<file path="src/rtl/seq_pattern_pkg.sv">
// seq_pattern_pkg
//   Shared definitions for the serial pattern link: transmitter FSM state
//   encoding and the default pattern (also used by the 10111 detector bench).
package seq_pattern_pkg;

  // One-hot transmitter states
  typedef enum logic [3:0] {
    ST_IDLE  = 4'b0001,
    ST_SHIFT = 4'b0010,
    ST_GAP   = 4'b0100,
    ST_DONE  = 4'b1000
  } tx_state_t;

  localparam int         DEF_PAT_W = 5;
  localparam logic [4:0] DEF_PAT   = 5'b10111;

endpackage

</file>
<file path="src/rtl/seq_down_cnt.sv">
// seq_down_cnt
//   Loadable down-counter with a zero flag. Load has priority over
//   decrement; decrement saturates at zero.
// Ports:
//   clk, rst_n  - clock, asynchronous active-low reset (clears count)
//   load        - load load_val this edge
//   load_val    - value to load
//   dec         - decrement this edge (ignored when count is zero)
//   cnt         - current count
//   zero        - count equals zero
module seq_down_cnt #(
  parameter int W = 4
) (
  input  logic         clk,
  input  logic         rst_n,
  input  logic         load,
  input  logic [W-1:0] load_val,
  input  logic         dec,
  output logic [W-1:0] cnt,
  output logic         zero
);

  always_ff @(posedge clk or negedge rst_n) begin
    if (!rst_n) begin
      cnt <= '0;
    end else if (load) begin
      cnt <= load_val;
    end else if (dec && !zero) begin
      cnt <= cnt - W'(1);
    end
  end

  assign zero = (cnt == '0);

endmodule

</file>
<file path="src/rtl/seq_pattern_tx.sv">
// seq_pattern_tx
//   Bit-serial pattern transmitter. On an accepted start, emits PAT MSB-first
//   one bit per clock, repeated rep_cnt times (0 treated as 1) with GAP idle
//   cycles between repetitions, then pulses done for one cycle.
// Optional feature (macro SEQ_TX_ABORT_EN): adds input abort; abort sampled in
//   SHIFT or GAP ends the transfer through DONE, discarding remaining reps.
// Ports:
//   clk, rst_n - clock, asynchronous active-low reset
//   start      - start request, sampled only in IDLE
//   rep_cnt    - repetition count, latched when start is accepted
//   abort      - (SEQ_TX_ABORT_EN only) abandon transfer
//   data       - serial bit, 0 whenever data_vld=0
//   data_vld   - data carries a pattern bit
//   busy       - transfer in progress
//   done       - one-cycle pulse after the last bit
module seq_pattern_tx
  import seq_pattern_pkg::*;
#(
  parameter int               PAT_W = DEF_PAT_W,
  parameter logic [PAT_W-1:0] PAT   = DEF_PAT,
  parameter int               GAP   = 2
) (
  input  logic       clk,
  input  logic       rst_n,
  input  logic       start,
  input  logic [7:0] rep_cnt,
`ifdef SEQ_TX_ABORT_EN
  input  logic       abort,
`endif
  output logic       data,
  output logic       data_vld,
  output logic       busy,
  output logic       done
);

  localparam int BW = (PAT_W > 1) ? $clog2(PAT_W) : 1;

  tx_state_t state;

  logic          abort_hit;
  logic          bit_load, bit_dec, bit_zero;
  logic [BW-1:0] bit_cnt;
  logic          gap_load, gap_dec, gap_zero;
  logic [3:0]    gap_cnt;
  logic          rep_load, rep_dec, rep_zero;
  logic [7:0]    rep_left;
  logic [7:0]    rep_load_val;
  logic [3:0]    gap_load_val;
  logic          unused_cnt_bits;

`ifdef SEQ_TX_ABORT_EN
  assign abort_hit = abort;
`else
  assign abort_hit = 1'b0;
`endif

  // bit_cnt holds the index of the bit currently on data; rep_left holds the
  // repetitions still to send after the current one, so zero at the last
  // bit means the transfer is finishing.
  assign rep_load_val = (rep_cnt == 8'd0) ? 8'd0 : rep_cnt - 8'd1;
  assign gap_load_val = (GAP == 0) ? 4'd0 : 4'(GAP - 1);

  always_comb begin
    bit_load = 1'b0;
    bit_dec  = 1'b0;
    gap_load = 1'b0;
    gap_dec  = 1'b0;
    rep_load = 1'b0;
    rep_dec  = 1'b0;
    unique case (state)
      ST_IDLE: begin
        bit_load = start;
        rep_load = start;
      end
      ST_SHIFT: begin
        bit_dec  = !bit_zero;
        rep_dec  = bit_zero;
        gap_load = bit_zero;
        bit_load = bit_zero && (GAP == 0);
      end
      ST_GAP: begin
        gap_dec  = 1'b1;
        bit_load = gap_zero;
      end
      default: ;
    endcase
  end

  seq_down_cnt #(.W(BW)) u_bit_cnt (
    .clk      (clk),
    .rst_n    (rst_n),
    .load     (bit_load),
    .load_val (BW'(PAT_W - 1)),
    .dec      (bit_dec),
    .cnt      (bit_cnt),
    .zero     (bit_zero)
  );

  seq_down_cnt #(.W(4)) u_gap_cnt (
    .clk      (clk),
    .rst_n    (rst_n),
    .load     (gap_load),
    .load_val (gap_load_val),
    .dec      (gap_dec),
    .cnt      (gap_cnt),
    .zero     (gap_zero)
  );

  seq_down_cnt #(.W(8)) u_rep_cnt (
    .clk      (clk),
    .rst_n    (rst_n),
    .load     (rep_load),
    .load_val (rep_load_val),
    .dec      (rep_dec),
    .cnt      (rep_left),
    .zero     (rep_zero)
  );

  assign unused_cnt_bits = ^{gap_cnt, rep_left};

  // Outputs are registered alongside the state so that in any cycle they
  // reflect the state and counters of that same cycle.
  always_ff @(posedge clk or negedge rst_n) begin
    if (!rst_n) begin
      state    <= ST_IDLE;
      data     <= 1'b0;
      data_vld <= 1'b0;
      busy     <= 1'b0;
      done     <= 1'b0;
    end else begin
      done <= 1'b0;
      unique case (state)
        ST_IDLE: begin
          if (start) begin
            state    <= ST_SHIFT;
            data     <= PAT[PAT_W-1];
            data_vld <= 1'b1;
            busy     <= 1'b1;
          end
        end
        ST_SHIFT: begin
          if (abort_hit || (bit_zero && rep_zero)) begin
            state    <= ST_DONE;
            data     <= 1'b0;
            data_vld <= 1'b0;
            busy     <= 1'b0;
            done     <= 1'b1;
          end else if (!bit_zero) begin
            data <= PAT[bit_cnt - BW'(1)];
          end else if (GAP == 0) begin
            data <= PAT[PAT_W-1];
          end else begin
            state    <= ST_GAP;
            data     <= 1'b0;
            data_vld <= 1'b0;
          end
        end
        ST_GAP: begin
          if (abort_hit) begin
            state <= ST_DONE;
            busy  <= 1'b0;
            done  <= 1'b1;
          end else if (gap_zero) begin
            state    <= ST_SHIFT;
            data     <= PAT[PAT_W-1];
            data_vld <= 1'b1;
          end
        end
        ST_DONE: begin
          state <= ST_IDLE;
        end
        default: begin
          state    <= ST_IDLE;
          data     <= 1'b0;
          data_vld <= 1'b0;
          busy     <= 1'b0;
        end
      endcase
    end
  end

endmodule

</file>
<file path="config.mk">
export PLATFORM = sky130hd
export DESIGN_NAME = seq_pattern_tx
export DESIGN_NICKNAME = d
export VERILOG_FILES = /design/src/rtl/seq_pattern_pkg.sv /design/src/rtl/seq_down_cnt.sv /design/src/rtl/seq_pattern_tx.sv
export SDC_FILE = /design/constraint.sdc
export NUM_CORES = 1
export LEC_CHECK = 0
export CORE_MARGIN = 3
export CORE_UTILIZATION = 43
export CTS_CLUSTER_SIZE = 12
export DETAILED_ROUTE_END_ITERATION = 8
export GPL_TIMING_DRIVEN = 1
export PLACE_DENSITY = 0.63
export RECOVER_POWER = 50
export SLEW_MARGIN = 20
export SYNTH_ARGS = -nofsm -noshare
export SYNTH_HDL_FRONTEND = slang
export SYNTH_HIERARCHICAL = 1
export SYNTH_SLANG_ARGS = --single-unit
</file>
<file path="constraint.sdc">
create_clock -name clk -period 3.28 [get_ports clk]
set_input_delay 0.82 -clock clk [delete_from_list [all_inputs] [get_ports clk]]
set_output_delay 0.82 -clock clk [all_outputs]
set_load 0.05 [all_outputs]
</file>
==> parameters.txt <==
Parameter                              Value

Yosys
  Async set or reset register ratio after synthesis ... 1.00
  Number of synthesized flops with an enable pin ... 0
  Post-Synthesis Mean Instance Area ... approximately 9 sq um
  Most common cell in the synthesized netlist ... sky130_fd_sc_hd__dfrtp_1
  Cell type with the largest total area after synthesis ... sky130_fd_sc_hd__dfrtp_1
  Number of distinct standard cells referenced by the synthesized netlist ... approximately 60
  Cell count after synthesis ... 200
  Total of warnings raised by yosys ... 6
  Ranking of synthesized cells by instance count ... sky130_fd_sc_hd__dfrtp_1, sky130_fd_sc_hd__inv_1, sky130_fd_sc_hd__nand2_1
  Share of the yosys chip area belonging to registers ... 0.329
  Netlist area before placement ... between 1500 and 2000 sq um
  Yosys reg bits ... 23
  Share of the synthesized area in the top cell type ... 0.314
  Dominant synthesized flop cell ... sky130_fd_sc_hd__dfrtp_1
  Largest cells by area after synthesis ... sky130_fd_sc_hd__dfrtp_1, sky130_fd_sc_hd__ha_1, sky130_fd_sc_hd__inv_1

Global routing
  Total routing usage reported by global routing ... 0.163
  Number of global-route vias before repair ... about 1,500
  Number of antenna violations at the first check in global routing ... 0
  Wire length of the first global-routing pass ... approximately 6700 um
  Maximum number of pins on one net before global-route repair ... 24
  Final global-route overflow total ... 0

STA
  Number of slew-limit violations in the final report ... 0
  Number of setup violations in the final report ... 0
  Tmin final ... around 2.7 ns
  Worst-margin pin slew ... approximately 1.3 ns
  Rel. slew slack ... 0.148
  Post-Route Setup TNS ... 0 ns
  Setup Skew ... 0.00120 ns
  Tcrit/Tclk final ... 0.820
  RSZ-0062 raised after global routing ... no
  Highest attainable clock frequency ... about 370 MHz
  Number of endpoints with negative hold slack in the final report ... 0

Run
  Max-cap violations ... 0

Worst hold path
  Number of instances on the worst hold path ... 1
  Worst hold path class ... reg2reg
  Hold wc startpoint ... data_vld
  Endpoint with the worst hold slack ... data_vld

Clocking
  TritonCTS Buffers ... 3
  Clock transition time at the flip-flop clock pins of the worst setup and hold paths ... approximately 0.080 ns
  Setup fix buffers added after clock tree synthesis ... 0
  Clock root buffer ... sky130_fd_sc_hd__clkbuf_8
  Max clock buf depth ... 2
  CTS hold repair buffers ... 0
  TritonCTS clock tree ... done
  Number of resized instances in the post-cts repair step ... 0
  Sinks on the clock net ... 23
  Clock insertion delay at the later pin of the skew report ... between 0.2 and 0.3 ns
  Number of H-tree levels ... 1

Die
  Initial Utilization ... 0.462
  Die W ... about 70 um
  Number of cell rows ... 22
  Core area ... 3800 sq um
  Die area ... just under 5000 sq um
  Y dimension of the die ... 69.9 um
  Top-Level Pins ... 15

Worst setup path
  Reg-to-reg setup timing slack ... slightly above 0.8 ns
  Worst R2R Path Depth ... 8
  Origin of the critical flop-to-flop path ... u_gap_cnt/cnt[0]
  Endpoint of the most critical register-to-register path ... u_bit_cnt/cnt[0]
  Worst Setup End Kind ... flop
  Setup CP Type ... in2reg
  Data arrival at the endpoint of the critical path ... approximately 2.8 ns
  Type of origin of the critical path ... primary input
  Worst-path maximum fanout ... 3
  Required time of the critical path ... between 3 and 4 ns

Cells and area
  # fillers ... about 360
  Share of post-route cells with drive strength above 1 ... 0.0959
  Number of non-filler instances in the completed layout ... approximately 270
  Utilization after layout ... 0.526
  Final non-filler cell area ... approximately 2000 sq um
  Area added between synthesis and finish ... 13.8%
  Nets@finish ... 239
  Antenna Cells ... 0

Detailed routing
  Total number of vias ... 1,557
  Number of design-rule violations left by the first detailed-router iteration ... around 110
  First-pass detailed-route iteration total ... 4
  Routed len/inst ... about 14 um
  Remaining DRCs ... 0
  Total wirelength of the detailed-routed design ... around 3800 um
  Via/cell ratio ... 5.83
  Detail Route Antenna Nets ... 0

Power and ir drop
  Clock share of power ... 0.116
  Maximum vdd ir drop ... 0.000367 V
  Internal Pwr Total ... 0.000847 W
  Combinational fraction of design power ... 0.510
  Sequential share of power ... 0.374
  LEAKAGE ... ~0.84 nW
  Switching power share of the total ... 0.435
  Reported net switching power ... 0.000651 W
  Pwr per Cell Area ... between 700 and 800 nW/um^2

Placement
  DP Area ... 1960 sq um
  Final RePlAce weighted congestion ... 0.796
  Total placed cells including tap cells ... 263
  Count of input and output buffers ... 14
  Hpwl dp ... roughly 2900 um

Run status
  Outcome ... completed
-- routing by layer --
layer,GRT usage,up-vias,part of all wire
met4,0.0298,0,0.0050
met1,0.225,752,0.48
met2,0.265,27,0.48
met3,0.0360,2,0.028
met5,0,-,0
li1,-,776,-
-- placed cells by master (no fill, tap or decap), types with 5 or more instances in the layout --
| cell | count |
|---|---|
| sky130_fd_sc_hd__clkdlybuf4s50_1 | 12 |
| sky130_fd_sc_hd__inv_1 | 18 |
| sky130_fd_sc_hd__ha_1 | 8 |
| sky130_fd_sc_hd__o21ai_0 | 9 |
| sky130_fd_sc_hd__nand2b_1 | 5 |
| sky130_fd_sc_hd__nor4b_1 | 5 |
| sky130_fd_sc_hd__conb_1 | 7 |
| sky130_fd_sc_hd__a221o_1 | 6 |
| sky130_fd_sc_hd__nor2b_1 | 5 |
| sky130_fd_sc_hd__nor3b_1 | 5 |
| sky130_fd_sc_hd__a21oi_1 | 10 |
| sky130_fd_sc_hd__nand2_1 | 11 |
| sky130_fd_sc_hd__nor2_1 | 10 |
| sky130_fd_sc_hd__nor3_1 | 10 |
| sky130_fd_sc_hd__dfrtp_1 | 22 |
-- power groups by stage --
stage	clock [W]	sequential (W)	combinational, W
after global placement	0	0.000552	0.000730
after CTS	0.000182	0.000558	0.000762
final	0.000174	0.000560	0.000764
after global routing	0.000201	0.000588	0.000855
after detailed placement	0	0.000561	0.000760
after floorplan	0	0.000564	0.000559
-- cell families after synthesis --
logic type | share of synthesized area
and+or+nand+nor | 0.299
DFF | 0.329
muxes | 0.0243
buffers and inverters | 0.0678
adders and majority gates | 0.0571
AOI/OAI and AO/OA | 0.219
other | 0.00428
-- worst max path at each step --
stage	start	end
after floorplan	rep_cnt[2]	u_rep_cnt/cnt[7]
after global placement	rep_cnt[2]	u_rep_cnt/cnt[7]
after detailed placement	rep_cnt[2]	u_rep_cnt/cnt[7]
after CTS	rep_cnt[2]	u_rep_cnt/cnt[7]
after global routing	rep_cnt[0]	u_rep_cnt/cnt[2]
final	rep_cnt[2]	u_rep_cnt/cnt[7]
-- critical path, stage by stage --
cell	delay, ns
sky130_fd_sc_hd__clkdlybuf4s50_1	0.46
sky130_fd_sc_hd__or3_4	0.41
sky130_fd_sc_hd__or3_4	0.35
sky130_fd_sc_hd__nor3_2	0.12
sky130_fd_sc_hd__mux2_2	0.35
sky130_fd_sc_hd__a221o_1	0.33
-- registers in the layout, indices dropped and copies added (netlist names) --
name / count
u_rep_cnt/cnt: 8
data_vld: 1
busy: 1
state: 4
data: 1
u_gap_cnt/cnt: 4
done: 1
u_bit_cnt/cnt: 3
-- layout make-up --
type                    count  area [sq um]  share of cell area
inverters                  19          71.3              0.0357
clock buffers               4          45.0              0.0226
multi-input cells         155          1080               0.539
flip-flops and latches     23           577               0.289
well taps                  48          60.1              0.0301
repair buffers             18           166              0.0833
-- per-stage QoR --
stage                     hold WS [ns]  setup slack, ns  total power [W]
after floorplan                  0.497            0.849          0.00112
after global placement           0.460            0.367          0.00128
after detailed placement         0.470            0.300          0.00132
after CTS                        0.491            0.601          0.00150
after global routing             0.519            0.512          0.00164
final                            0.486            0.590          0.00150
(Power assumes the default switching activity.)
